<file path="config.mk">
export PLATFORM = sky130hd
export DESIGN_NAME = pipe_hazard_sched
export DESIGN_NICKNAME = d
export VERILOG_FILES = /design/src/rtl/pipe_hazard_sched.sv
export SDC_FILE = /design/constraint.sdc
export NUM_CORES = 1
export LEC_CHECK = 0
export ABC_AREA = 1
export CORE_MARGIN = 2
export CORE_UTILIZATION = 34
export DETAILED_ROUTE_END_ITERATION = 6
export MAX_ROUTING_LAYER = met4
export PLACE_DENSITY = 0.75
export SLEW_MARGIN = 5
export SYNTH_ARGS = -nofsm -noshare
export SYNTH_HDL_FRONTEND = slang
export SYNTH_SLANG_ARGS = --single-unit
</file>
<file path="constraint.sdc">
create_clock -name clk -period 1.4 [get_ports clk]
set_clock_uncertainty 0.15 [all_clocks]
set_input_delay 0.21 -clock clk [delete_from_list [all_inputs] [get_ports clk]]
set_output_delay 0.21 -clock clk [all_outputs]
set_load 0.01 [all_outputs]
</file>
<file path="src/rtl/pipe_hazard_sched.sv">
// pipe_hazard_sched: stall/flush scheduler for the 5-stage pipeline (load-use bubble, memory-wait freeze with watchdog, branch flush).
// Define SCHED_PERF_CNT_EN to add saturating load-use, freeze and branch-flush counters.
module pipe_hazard_sched #(
    parameter int TO_W        = 4,
    parameter int MEM_TIMEOUT = 12
) (
    input  logic       clk,
    input  logic       rst_n,
    input  logic       EX_MemRead,
    input  logic [4:0] EX_rt,
    input  logic [4:0] ID_rs,
    input  logic [4:0] ID_rt,
    input  logic [5:0] ID_Op,
    input  logic       ID_BranchTaken,
    input  logic       MEM_Access,
    input  logic       Mem_Ready,
    output logic       PC_WriteEn,
    output logic       IFID_WriteEn,
    output logic       IDEX_WriteEn,
    output logic       EXMEM_WriteEn,
    output logic       MEMWB_WriteEn,
    output logic       Stall_flush,
    output logic       IFID_flush,
    output logic       Mem_Timeout,
    output logic [1:0] Sched_State
`ifdef SCHED_PERF_CNT_EN
    ,
    output logic [15:0] Cnt_LU,
    output logic [15:0] Cnt_MW,
    output logic [15:0] Cnt_BR
`endif
);
    typedef enum logic [1:0] {RUN = 2'b00, MEM_WAIT = 2'b01, TIMEOUT_REL = 2'b10, UNUSED = 2'b11} state_e;
    localparam logic [TO_W-1:0] TO_LIM = TO_W'(MEM_TIMEOUT);
    state_e          state_q, state_d;
    logic [TO_W-1:0] wd_q, wd_d;
    logic            to_q;
    logic            lu, mw, freeze, expire, stall, flush;
    // lw and xori write rt, so only rs can collide for them
    assign lu = EX_MemRead && (EX_rt == ID_rs ||
                (EX_rt == ID_rt && ID_Op != 6'b100011 && ID_Op != 6'b001110));
    assign mw = MEM_Access && !Mem_Ready;
    always_comb begin
        freeze  = 1'b0;
        expire  = 1'b0;
        state_d = RUN;
        wd_d    = wd_q;
        case (state_q)
            RUN: begin
                freeze  = mw;
                state_d = mw ? MEM_WAIT : RUN;
                wd_d    = mw ? TO_W'(1) : wd_q;
            end
            MEM_WAIT: begin
                freeze  = !Mem_Ready;
                expire  = !Mem_Ready && wd_q == TO_LIM;
                state_d = Mem_Ready ? RUN : (expire ? TIMEOUT_REL : MEM_WAIT);
                wd_d    = (freeze && !expire) ? wd_q + TO_W'(1) : wd_q;
            end
            default: ;
        endcase
    end
    assign stall         = rst_n && !freeze && lu;
    assign flush         = rst_n && !freeze && !lu && ID_BranchTaken;
    assign PC_WriteEn    = rst_n && !freeze && !lu;
    assign IFID_WriteEn  = rst_n && !freeze && !lu;
    assign IDEX_WriteEn  = rst_n && !freeze;
    assign EXMEM_WriteEn = rst_n && !freeze;
    assign MEMWB_WriteEn = rst_n && !freeze;
    assign Stall_flush   = stall;
    assign IFID_flush    = flush;
    assign Mem_Timeout   = rst_n && (to_q || expire);
    assign Sched_State   = state_q;
    always_ff @(posedge clk or negedge rst_n) begin
        if (!rst_n) begin
            state_q <= RUN;
            wd_q    <= '0;
            to_q    <= 1'b0;
        end else begin
            state_q <= state_d;
            wd_q    <= wd_d;
            to_q    <= to_q || expire;
        end
    end
`ifdef SCHED_PERF_CNT_EN
    logic [15:0] cnt_lu_q, cnt_mw_q, cnt_br_q;
    always_ff @(posedge clk or negedge rst_n) begin
        if (!rst_n) begin
            cnt_lu_q <= '0;
            cnt_mw_q <= '0;
            cnt_br_q <= '0;
        end else begin
            cnt_lu_q <= cnt_lu_q + {15'd0, stall && !(&cnt_lu_q)};
            cnt_mw_q <= cnt_mw_q + {15'd0, freeze && !(&cnt_mw_q)};
            cnt_br_q <= cnt_br_q + {15'd0, flush && !(&cnt_br_q)};
        end
    end
    assign Cnt_LU = cnt_lu_q;
    assign Cnt_MW = cnt_mw_q;
    assign Cnt_BR = cnt_br_q;
`endif
endmodule
</file>
==> key figures <==
Status
  • Status: complete, but fails checks
  • Violated checks: setup timing

Die
  • Initial core utilization: 35.07%
  • Core Region: 0.001902 mm2
  • I/O pin cnt: 37
  • Rows: 16
  • Die span in x: 48.29 um
  • Die Y: 48.29 um
  • Die Area: between 0.002 and 0.0025 mm2

Yosys
  • Number of synthesized flops with an enable pin: 0
  • Top FF cell, synth: dfrtp_1
  • Seq/Total Area, Yosys: 26.27%
  • Cells after synthesis: 101
  • Mapped Area: about 670 um2
  • Asr flop ratio synth: 100.0%
  • Synth top area cells: dfrtp_1 (26%), inv_1 (14%), nand2_1 (14%), nor2_1 (5.6%), nand3_1 (4.5%)
  • Synthesis warning total: 0
  • Syn_area_per_cell: roughly 6.6 um2
  • Post-synth top area share: 26.27%
  • Synth Net Count: 130
  • Distinct cells, synth: 22
  • Flops & latches, synth: 7
  • Area leader, netlist: dfrtp_1

Place
  • Placement Setup Slack: -877.9 ps
  • Area after DPL: roughly 0.0012 mm2
  • # port buffers: 36
  • Gpl congestion: 0.7446
  • Dpl hpwl: 1.384 mm

Drt
  • DRT antenna net count: 0
  • # DRC: 0
  • Drt initial violations: 2
  • DRT Pass-1 Iters: 4
  • Routed wire length: 1.825 mm
  • Drt wl/cell: 9.656 um
  • Vias post-DR: 791
  • Vias/cell: between 4 and 5

Pwr
  • Max VDD drop: 0.0003263 V
  • Pleak: around 0.74 nW
  • Power Density: just under 700 mW/mm2

Timing
  • Setup TNS: -2841 ps
  • Period utilization: 127.8%
  • Final setup fails: 11
  • Worst-Margin Slew: between 150 and 200 ps
  • RSZ-0062 raised after global routing: true
  • Pins Over Slew Limit: 0
  • Final WS setup: -388.7 ps
  • Hold Vio Cnt, Final: 0
  • Rel. slew slack: 87.19%
  • Max Freq: 559.1 MHz
  • Final Critical Period: ~1800 ps

Cells and area
  • Synthesis-to-layout area growth: 99.44%
  • FILL cells: 165
  • Nets: 192
  • Final Cell Area: 0.001330 mm2
  • Layout cell share with drive strength beyond 1: 40.12%
  • Ant diodes: 0

CTS
  • CTS tree: yes
  • Reg clk slew, reported paths: 60 ps
  • Clock buffer depth: 2
  • Htree depth: 1
  • Clock sinks: 7
  • Clock latency on the worst-skew pair: 260 ps
  • CTS Buf Count: 3
  • Clk root buf: clkbuf_4

Setup path
  • Crit path DAT: 1430 ps
  • Max FO, Critical Path: 3
  • Crit path launch type: flip-flop
  • Cell Chain, Critical Path: inv_2, nand2_2, nor2_4, inv_2, nor2_4, inv_2, a21oi_2, buf_2
  • Slowest stage cell, crit path: dfrtp_1
  • Crit. End Element: output pin
  • Crit-path most repeated cell: inv_2
  • Max incr delay on CP: 380 ps
  • CP required: 1040 ps
  • WS Path Type: reg2out

Global route
  • Number of global-route vias before repair: around 750
  • Initial antenna violation count: 0
  • Global route total overflow: 0
  • Global-route wire length before repair: 2.822 mm
  • GRT Total Usage: 17.59%
  • Largest net degree at the start of global routing: 10

Hold path
  • Worst min path class: in2async

Job
  • Max Cap Viol: 0
power by group:
part / internal (mW) / switching (mW) / total [mW]
sequential: 0.233 / 0.0275 / 0.261
combinational: 0.257 / 0.201 / 0.458
clock: 0.109 / 0.0809 / 0.190
sequential cells by signal (all words and copies together) (netlist names):
register and cells:
wd_q 4, to_q 1, Sched_State 2
cells in the mapped netlist (2+ instances only):
| cell | n |
|---|---|
| inv_1 | 25 |
| nand2_1 | 24 |
| nor2_1 | 10 |
| dfrtp_1 | 7 |
| nand3_1 | 6 |
| a21oi_1 | 3 |
| buf_4 | 3 |
| o21ai_0 | 3 |
| xnor2_1 | 3 |
| ha_1 | 2 |
| inv_2 | 2 |
| nand2_2 | 2 |
| xor2_1 | 2 |
repair_timing:
item,4_1_cts,5_1_grt
gates cloned,0,1
hold buffers,0,0
buffers inserted,11,2
resized for setup,62,20
pin swaps,9,14
setup endpoints to repair,11,13
layer usage:
| layer | vias up | routed length, um | track usage [%] | share of wire, % |
|---|---|---|---|---|
| li1 | 420 | - | - | - |
| met1 | 338 | 730 | 19.37 | 40 |
| met2 | 31 | 944 | 31.32 | 52 |
| met3 | 2 | 133 | 2.963 | 7.3 |
| met4 | 0 | 17 | 6.486 | 0.93 |
| met5 | - | 0 | - | 0 |
critical path, delay by kind of cell (launching register included):
family	cells	cell delay [ps]
buffers and inverters	4	350
flip-flops	1	380
AO/OA/AOI/OAI	1	100
AND/OR/NAND/NOR	3	340
kinds of logic after synthesis:
logic type | after synthesis | synth area share [%]
adders and majority gates | 2 | 3.752
DFF | 7 | 26.27
xor gates and xnor gates | 5 | 6.568
and+or+nand+nor | 50 | 39.03
AOI/OAI and AO/OA | 7 | 5.815
buffers and inverters | 30 | 18.57
final timing paths:
check / start / slack [ps] / endpoint / cells past startpoint
setup reg to reg: Sched_State[1] / -90 / wd_q[3] / 8
hold reg to reg: to_q / 330 / to_q / 2
setup / recovery: Sched_State[1] / -390 / Mem_Timeout / 8
min in group clk: to_q / 330 / to_q / 2
max in group asynchronous: rst_n / 800 / wd_q[1] / 2
hold / removal: rst_n / 170 / Sched_State[0] / 2
area by class of cell:
type | instances | area (um2) | share of cell area [%]
Clock buffer | 4 | 26.28 | 1.976
Timing Repair Buffer | 59 | 546.8 | 41.11
Tap cell | 27 | 33.78 | 2.540
Sequential cell | 7 | 175.2 | 13.17
Multi-Input combinational cell | 65 | 446.7 | 33.58
Inverter | 27 | 101.3 | 7.620
through the flow:
stage                     hold slack (ps)  total power, mW  std cells  utilization, %
final                               173.1           0.9094        189           69.93
after global routing                183.6           0.9840        189           69.93
after CTS                           128.5           0.8690        190           67.11
after detailed placement            304.4           0.6471        175           60.72
after global placement              296.8           0.6376        175           60.72
after floorplan                    -235.6           0.4225        101               -
cell usage in the layout (no fill, tap or decap):
cell type        count
buf_6               11
nand2_1             21
ha_4                 1
dfrtp_1              7
nor2_2               2
nand3_1              5
nand4_4              1
nor3_2               1
dlymetal6s2s_1       6
nand4_1              1
nand2_4              4
o21ai_1              2
buf_4               17
nand2_2              3
xor2_1               2
clkdlybuf4s50_1     10
ha_1                 1
buf_2                3
clkbuf_1             1
nor3_4               1
a21oi_2              4
and3_4               1
o21ai_0              1
nor2_1               8
clkbuf_4             3
inv_2               10
inv_1               17
nor2_4               2
nand3_4              1
xnor2_1              3
dlygate4sd2_1       12
Power figures use the tool's default switching activity.
